<file path="src/rtl/mux_arb_pkg.sv">
// Shared types and the round-robin pick helper for the four-way mux arbiter.
package mux_arb_pkg;

    localparam int N_REQ = 4;
    localparam int SEL_W = 2;

    typedef enum logic [0:0] {
        IDLE  = 1'b0,
        GRANT = 1'b1
    } arb_state_e;

    // Returns {found, index}: the first requester at or after ptr (mod 4) not masked by excl.
    function automatic logic [SEL_W:0] rr_pick(
        input logic [N_REQ-1:0] req_v,
        input logic [SEL_W-1:0] ptr,
        input logic [N_REQ-1:0] excl
    );
        logic [SEL_W:0]   res;
        logic [SEL_W-1:0] idx;
        res = {1'b0, {SEL_W{1'b0}}};
        for (int k = 0; k < N_REQ; k++) begin
            idx = ptr + SEL_W'(k);
            if (!res[SEL_W] && req_v[idx] && !excl[idx]) begin
                res = {1'b1, idx};
            end
        end
        return res;
    endfunction

    function automatic logic [N_REQ-1:0] idx2oh(input logic [SEL_W-1:0] idx);
        logic [N_REQ-1:0] oh;
        oh = {N_REQ{1'b0}};
        oh[idx] = 1'b1;
        return oh;
    endfunction

endpackage

</file>
<file path="src/rtl/mux4_dp.sv">
// DW-wide 4:1 data mux used as the shared datapath of the arbiter.
module mux4_dp #(
    parameter int DW = 1
) (
    input  logic [DW-1:0] a,
    input  logic [DW-1:0] b,
    input  logic [DW-1:0] c,
    input  logic [DW-1:0] d,
    input  logic [1:0]    sel,
    output logic [DW-1:0] y
);

    // Lane select.
    always_comb begin
        y = {DW{1'b0}};
        case (sel)
            2'd0:    y = a;
            2'd1:    y = b;
            2'd2:    y = c;
            2'd3:    y = d;
            default: y = {DW{1'b0}};
        endcase
    end

endmodule

</file>
<file path="src/rtl/mux_rr_arbiter.sv">
// Round-robin arbiter granting one of four requesters ownership of a shared 4:1 mux.
// Optional per-owner grant timeout enabled by defining MUX_ARB_TIMEOUT_EN.
module mux_rr_arbiter
    import mux_arb_pkg::*;
#(
    parameter int DW       = 1,
    parameter int MAX_HOLD = 8
) (
    input  logic          clk,
    input  logic          rst_n,
    input  logic [3:0]    req,
    input  logic [DW-1:0] a,
    input  logic [DW-1:0] b,
    input  logic [DW-1:0] c,
    input  logic [DW-1:0] d,
    output logic [3:0]    gnt,
    output logic [1:0]    sel,
    output logic          busy,
    output logic [DW-1:0] out
);

    if (MAX_HOLD < 1) begin : g_bad_max_hold
        $error("mux_rr_arbiter: MAX_HOLD must be >= 1");
    end

    arb_state_e       state_r, state_nxt_s;
    logic [N_REQ-1:0] gnt_r, gnt_nxt_s;
    logic [SEL_W-1:0] sel_r, sel_nxt_s;
    logic             busy_r, busy_nxt_s;
    logic [SEL_W-1:0] ptr_r, ptr_nxt_s;
    logic [SEL_W-1:0] rot_ptr_s;
    logic [SEL_W:0]   idle_pick_s, rel_pick_s;
    logic             force_s, release_s;
    logic [DW-1:0]    y_s;

    // On release the search restarts just past the outgoing owner, which never competes.
    assign rot_ptr_s   = sel_r + 2'd1;
    assign idle_pick_s = rr_pick(req, ptr_r, 4'b0000);
    assign rel_pick_s  = rr_pick(req, rot_ptr_s, gnt_r);
    assign release_s   = (state_r == GRANT) && (!req[sel_r] || force_s);

`ifdef MUX_ARB_TIMEOUT_EN
    localparam int HOLD_W = (MAX_HOLD > 1) ? $clog2(MAX_HOLD) : 1;
    localparam logic [HOLD_W-1:0] HOLD_MAX = HOLD_W'(MAX_HOLD - 1);

    logic [HOLD_W-1:0] hold_cnt_r, hold_nxt_s;

    assign force_s = (hold_cnt_r == HOLD_MAX) && rel_pick_s[SEL_W];

    // Hold counter: counts cycles of the current owner, saturates for a sole requester.
    always_comb begin
        hold_nxt_s = {HOLD_W{1'b0}};
        if ((state_r == GRANT) && !release_s) begin
            if (hold_cnt_r != HOLD_MAX) begin
                hold_nxt_s = hold_cnt_r + HOLD_W'(1);
            end else begin
                hold_nxt_s = hold_cnt_r;
            end
        end else begin
            hold_nxt_s = {HOLD_W{1'b0}};
        end
    end

    // Hold counter register.
    always_ff @(posedge clk) begin
        if (!rst_n) begin
            hold_cnt_r <= {HOLD_W{1'b0}};
        end else begin
            hold_cnt_r <= hold_nxt_s;
        end
    end
`else
    assign force_s = 1'b0;
`endif

    // Arbitration FSM next-state and registered-output values.
    always_comb begin
        state_nxt_s = state_r;
        gnt_nxt_s   = gnt_r;
        sel_nxt_s   = sel_r;
        busy_nxt_s  = busy_r;
        ptr_nxt_s   = ptr_r;
        case (state_r)
            IDLE: begin
                if (idle_pick_s[SEL_W]) begin
                    state_nxt_s = GRANT;
                    sel_nxt_s   = idle_pick_s[SEL_W-1:0];
                    gnt_nxt_s   = idx2oh(idle_pick_s[SEL_W-1:0]);
                    busy_nxt_s  = 1'b1;
                end else begin
                    state_nxt_s = IDLE;
                end
            end
            GRANT: begin
                if (release_s) begin
                    ptr_nxt_s = rot_ptr_s;
                    if (rel_pick_s[SEL_W]) begin
                        state_nxt_s = GRANT;
                        sel_nxt_s   = rel_pick_s[SEL_W-1:0];
                        gnt_nxt_s   = idx2oh(rel_pick_s[SEL_W-1:0]);
                        busy_nxt_s  = 1'b1;
                    end else begin
                        state_nxt_s = IDLE;
                        gnt_nxt_s   = 4'b0000;
                        busy_nxt_s  = 1'b0;
                    end
                end else begin
                    state_nxt_s = GRANT;
                end
            end
            default: begin
                state_nxt_s = IDLE;
                gnt_nxt_s   = 4'b0000;
                busy_nxt_s  = 1'b0;
            end
        endcase
    end

    // Arbitration state and output registers.
    always_ff @(posedge clk) begin
        if (!rst_n) begin
            state_r <= IDLE;
            gnt_r   <= 4'b0000;
            sel_r   <= 2'd0;
            busy_r  <= 1'b0;
            ptr_r   <= 2'd0;
        end else begin
            state_r <= state_nxt_s;
            gnt_r   <= gnt_nxt_s;
            sel_r   <= sel_nxt_s;
            busy_r  <= busy_nxt_s;
            ptr_r   <= ptr_nxt_s;
        end
    end

    mux4_dp #(.DW(DW)) u_dp (
        .a   (a),
        .b   (b),
        .c   (c),
        .d   (d),
        .sel (sel_r),
        .y   (y_s)
    );

    assign gnt  = gnt_r;
    assign sel  = sel_r;
    assign busy = busy_r;
    assign out  = busy_r ? y_s : {DW{1'b0}};

endmodule

</file>
<file path="config.mk">
export PLATFORM = sky130hd
export DESIGN_NAME = mux_rr_arbiter
export DESIGN_NICKNAME = d
export VERILOG_FILES = /design/src/rtl/mux_arb_pkg.sv /design/src/rtl/mux4_dp.sv /design/src/rtl/mux_rr_arbiter.sv
export SDC_FILE = /design/constraint.sdc
export NUM_CORES = 1
export LEC_CHECK = 0
export ABC_AREA = 1
export CORE_MARGIN = 2
export CORE_UTILIZATION = 55
export CTS_BUF_LIST = sky130_fd_sc_hd__clkbuf_8
export DETAILED_ROUTE_END_ITERATION = 8
export GPL_ROUTABILITY_DRIVEN = 0
export PLACE_DENSITY = 0.79
export RECOVER_POWER = 50
export SLEW_MARGIN = 10
export SYNTH_ARGS = -nofsm -noshare
export SYNTH_HDL_FRONTEND = slang
export SYNTH_SLANG_ARGS = --single-unit
</file>
<file path="constraint.sdc">
create_clock -name clk -period 3.15 [get_ports clk]
set_clock_uncertainty 0.1 [all_clocks]
set_input_delay 0.315 -clock clk [delete_from_list [all_inputs] [get_ports clk]]
set_output_delay 0.315 -clock clk [all_outputs]
set_load 0.05 [all_outputs]
</file>
==> results.cfg, run 1 <==
[timing]
finalMaxSlewViolations = 0
hold_violations = 0
tns_ns = 0
rsz0062_at_grt = no
slew_headroom = 0.648
tightest_slew_ns = 0.526
period_needed_ns = 2.48
worst_slack_ns = 0.666
whs_ns = 0.442
timing.final.crit_share = 0.788
setup_viol = 0
fmax_mhz = 403

[worst_setup_path]
r2r_slack_ns = 0.84
critPathKind = flop to output pin
crit_chain = inv_1, ha_1, inv_1, o21ai_0, a31oi_1, clkdlybuf4s50_1
cp.buffers_inverters = 3
cp_slowest_stage_delay_ns = 0.82
crit_fanout = 7
arrival_ns = 2.07
required_ns = 2.73
critPathTopFamily = buffers and inverters
worst_setup_path_end_kind = output pin
cp-start-kind = flop
critPathSlowestCell = clkdlybuf4s50_1
path_common_cell = inv_1

[power_and_ir_drop]
power_mw = 1.59
power_density_nw_per_um2 = 1160
p_leak_nw = 0.722
ir_drop_v = 0.000680

[yosys]
ys_async_sr_fraction = 0
synth_most_common_cell = nand2_1
synthTopCellsByCount = nand2_1, inv_1, nand3_1, nor2_1, o21ai_0
synth_edf_count = 0
synthCells = 208
synth.top_cell.area_share = 0.261
synth-warning-count = 0
ys_seq_elements = 10
synth_cell_types = 20
synth.largest_area_cell = nand2_1
synth_area_leaders = nand2_1, dfxtp_1, nand3_1
synth_area_um2 = 1150
synth_ff_type = dfxtp_1
syn_nets = 222
syn_area_per_cell_um2 = 5.52
synth_seq_area_share = 0.174

[cells_and_area]
postLayoutCellArea_um2 = 1370
drive_gt1_frac = 0.0796
utilization = 0.696
stdcell_count = 253
synthToLayoutAreaGrowth_pct = 18.8
antenna_cells = 0
nNetsFinal = 242

[clock_network]
clock_sinks = 10
cts_buffers = 3
cts_root_buffer = clkbuf_8
cts.reportedPaths.clkPinSlew_ns = 0.05
clock_insertion_delay_worst_skew_ns = 0.23
tritoncts = yes
hold_buffers = 0
ctsLongestPathBuffers = 2
post_cts.repair.setup_buffers = 0
post_cts_resized = 0
htree_levels = 1

[min_path]
holdCritPathClass = flop to flop

[floorplan]
ios = 18
die_h_um = 49.7
start_util = 0.585
die_w_um = 49.7
die-area_um2 = 2470
placementRows = 16
coreArea_um2 = 1960

[detailed_routing]
ant_nets = 0
drc = 0
via_per_inst = 5.33
drt-initial-drc-count = 46
num_vias = 1348
drt_pass1_iterations = 6
drt-total-wl_um = 3010
wl_per_cell_um = 11.9

[grt]
antenna_found_initial = 0
grt_max_degree = 14
grt_usage = 0.274
grt_pass1_vias = 1270
grt-ovfl-total = 0
grt_pass1_wl_um = 5320

[place]
hpwl_um = 2370
dpl.cell_count = 250
port_buffers = 17
dpl_cell_area_um2 = 1330
pre_cts_slack_ns = 0.891

[run]
drv_cap = 0

[status]
status = finished, final reports clean
## kinds of logic after synthesis
logic type,share of synthesized area
AOI/OAI and AO/OA,0.122
adders and majority gates,0.0436
buffers and inverters,0.115
DFF,0.174
and+or+nand+nor,0.545
## worst register-to-register path, delay by kind of cell, from the launching register on
kind,cells,cell delay (ns)
AO/OA/AOI/OAI,2,0.20
adder cells (fa/ha/maj),1,0.37
buffers and inverters,4,0.39
flip-flops,1,0.44
AND/OR/NAND/NOR,7,0.77
## routing by layer
metal	global-route usage	vias up	routed length, um
li1	-	702	-
met1	0.331	600	1290
met2	0.509	44	1560
met5	0	-	0
met4	0.0417	0	18
met3	0.0485	2	146
## placed cells by master (no fill, tap or decap), types with 2 or more instances in the layout
cell type        count
clkdlybuf4s50_1     10
clkbuf_8             3
inv_1               25
a21oi_1              9
nand2_1             80
o21ai_0             13
nand4_1              2
nand3b_1             2
nor2_1              17
dlygate4sd3_1        7
nor2_4               3
nand3_1             24
a31oi_1              3
ha_1                 4
nand3_2              3
dfxtp_1             10
nand2_2              7
## worst paths after layout
check              start  depth (start not counted)     end
hold / removal    gnt[3]                          2  gnt[3]
hold reg to reg   gnt[3]                          2  gnt[3]
setup reg to reg  sel[1]                         14    busy
setup / recovery  sel[1]                          6     out
## where the power goes
group	switching (mW)	total (mW)	internal, mW	leakage [nW]
combinational	0.833	1.22	0.389	0.617
sequential	0.0570	0.233	0.176	0.0829
clock	0.0492	0.133	0.0837	0.0216
total	0.939	1.59	0.648	0.722
## sequential cells by signal, summed over array words and instances, names as in the netlist
register and count:
gnt 4, busy 1, ptr_r 2, state_r 1, sel 2
## cell type report
type / instances / area (um2)
Fill cell: 183 / 597
Timing Repair Buffer: 18 / 178
Multi-Input combinational cell: 169 / 810
Clock buffer: 3 / 41.3
Inverter: 26 / 103
Tap cell: 27 / 33.8
Sequential cell: 10 / 200
(Power assumes the default switching activity.)
==> inputs of run 2 (changes only) <==
- clock period: 3.15 -> 2.5 ns (I/O delays scaled with it)
==> results.cfg, run 2 (synthesis gave the netlist of run 1 again) <==
[status]
status = finished, final reports clean

[cells_and_area]
final_common_cell = nand2_1
largest_reg_flops = 4
fillers = 194
drive_gt1_frac = 0.0921
nNetsFinal = 244
final_cell_mix = nand2_1, inv_1, nand3_1
antenna_cells = 0
synthToLayoutAreaGrowth_pct = 19.5

[worst_setup_path]
required_ns = 2.52
path_common_cell = nor2_1
worst_setup_path_end_kind = flop
critPathKind = flop to flop
critPathSlowestCell = ha_1
cp-start-kind = flop
crit_fanout = 13
arrival_ns = 2.27
cp_slowest_stage_delay_ns = 0.40
crit_chain = inv_6, ha_1, inv_1, nand2_1, nand2_1, nand3_1, nand2_2, nor2_4, nand2_1, nor2_1, inv_1, nand3_1, nor2_1, nor2_1, nor2_1

[timing]
finalMaxSlewViolations = 0
tightest_slew_ns = 0.525
fmax_mhz = 443
hold_violations = 0
period_needed_ns = 2.26
timing.final.crit_share = 0.903
rsz0062_at_grt = no
setup_viol = 0
tns_ns = 0
slew_headroom = 0.649

[floorplan]
coreArea_um2 = 1960
die_h_um = 49.7
placementRows = 16
ios = 18
die-area_um2 = 2470
start_util = 0.585
die_w_um = 49.7

[detailed_routing]
drc = 0
drt-initial-drc-count = 46
via_per_inst = 5.24
wl_per_cell_um = 11.2
drt-total-wl_um = 2870
num_vias = 1337
drt_pass1_iterations = 4
ant_nets = 0

[clock_network]
hold_buffers = 0
post_cts.repair.setup_buffers = 0
cts.reportedPaths.clkPinSlew_ns = 0.05
ctsLongestPathBuffers = 2
clock_sinks = 10
cts_buffers = 3
clock_insertion_delay_worst_skew_ns = 0.23
tritoncts = yes
post_cts_resized = 0
htree_levels = 1
cts_root_buffer = clkbuf_8

[grt]
grt_pass1_vias = 1138
grt_pass1_wl_um = 4730
grt_usage = 0.243
antenna_found_initial = 0
grt-ovfl-total = 0
grt_max_degree = 14

[power_and_ir_drop]
power_density_nw_per_um2 = 1460
power_mw = 2.00
ir_drop_v = 0.000877
p_leak_nw = 0.727

[run]
drv_cap = 0

[place]
hpwl_um = 2370
port_buffers = 17

[min_path]
holdCritPathClass = flop to flop
## run 2: report_power, final
group / leakage [nW] / internal, mW / switching, mW
combinational: 0.622 / 0.494 / 1.07
sequential: 0.0832 / 0.223 / 0.0541
clock: 0.0216 / 0.105 / 0.0570
total: 0.727 / 0.822 / 1.18
## run 2: final timing paths
path	startpoint	to	slack [ns]	depth (start not counted)
hold / removal	gnt[3]	gnt[3]	0.46	2
hold reg to reg	gnt[3]	gnt[3]	0.46	2
setup / recovery	sel[0]	gnt[1]	0.24	15
setup reg to reg	sel[0]	gnt[1]	0.24	15
## run 2: layout make-up
type | count | area (um2) | area share
clock buffers | 3 | 41.3 | 0.0301
inverters | 26 | 103 | 0.0747
multi-input cells | 169 | 810 | 0.590
flip-flops and latches | 10 | 201 | 0.147
well taps | 27 | 33.8 | 0.0246
repair buffers | 20 | 184 | 0.134
## run 2: worst max-delay path, delay by kind of cell, from the launching register on
family / cells / cell delay (ns)
adders and majority gates: 1 / 0.40
buffers and inverters: 3 / 0.30
DFF: 1 / 0.36
and+or+nand+nor: 11 / 0.99
## run 2: routing by layer
layer	track usage	wire length [um]
met5	0	0
met4	0.0417	10
met3	0.0606	149
met2	0.442	1410
met1	0.289	1300
## run 2: metrics by stage
stage	hold slack [ns]	cells	cell area [um2]	util	setup WS (ns)
floorplan	0.273	208	1150	-	0.0928
CTS	0.462	255	1390	0.706	0.268
global route	0.483	255	1370	0.700	0.0348
global placement	0.450	252	1340	0.685	0.304
detailed placement	0.455	252	1340	0.685	0.280
finish	0.461	255	1370	0.700	0.243
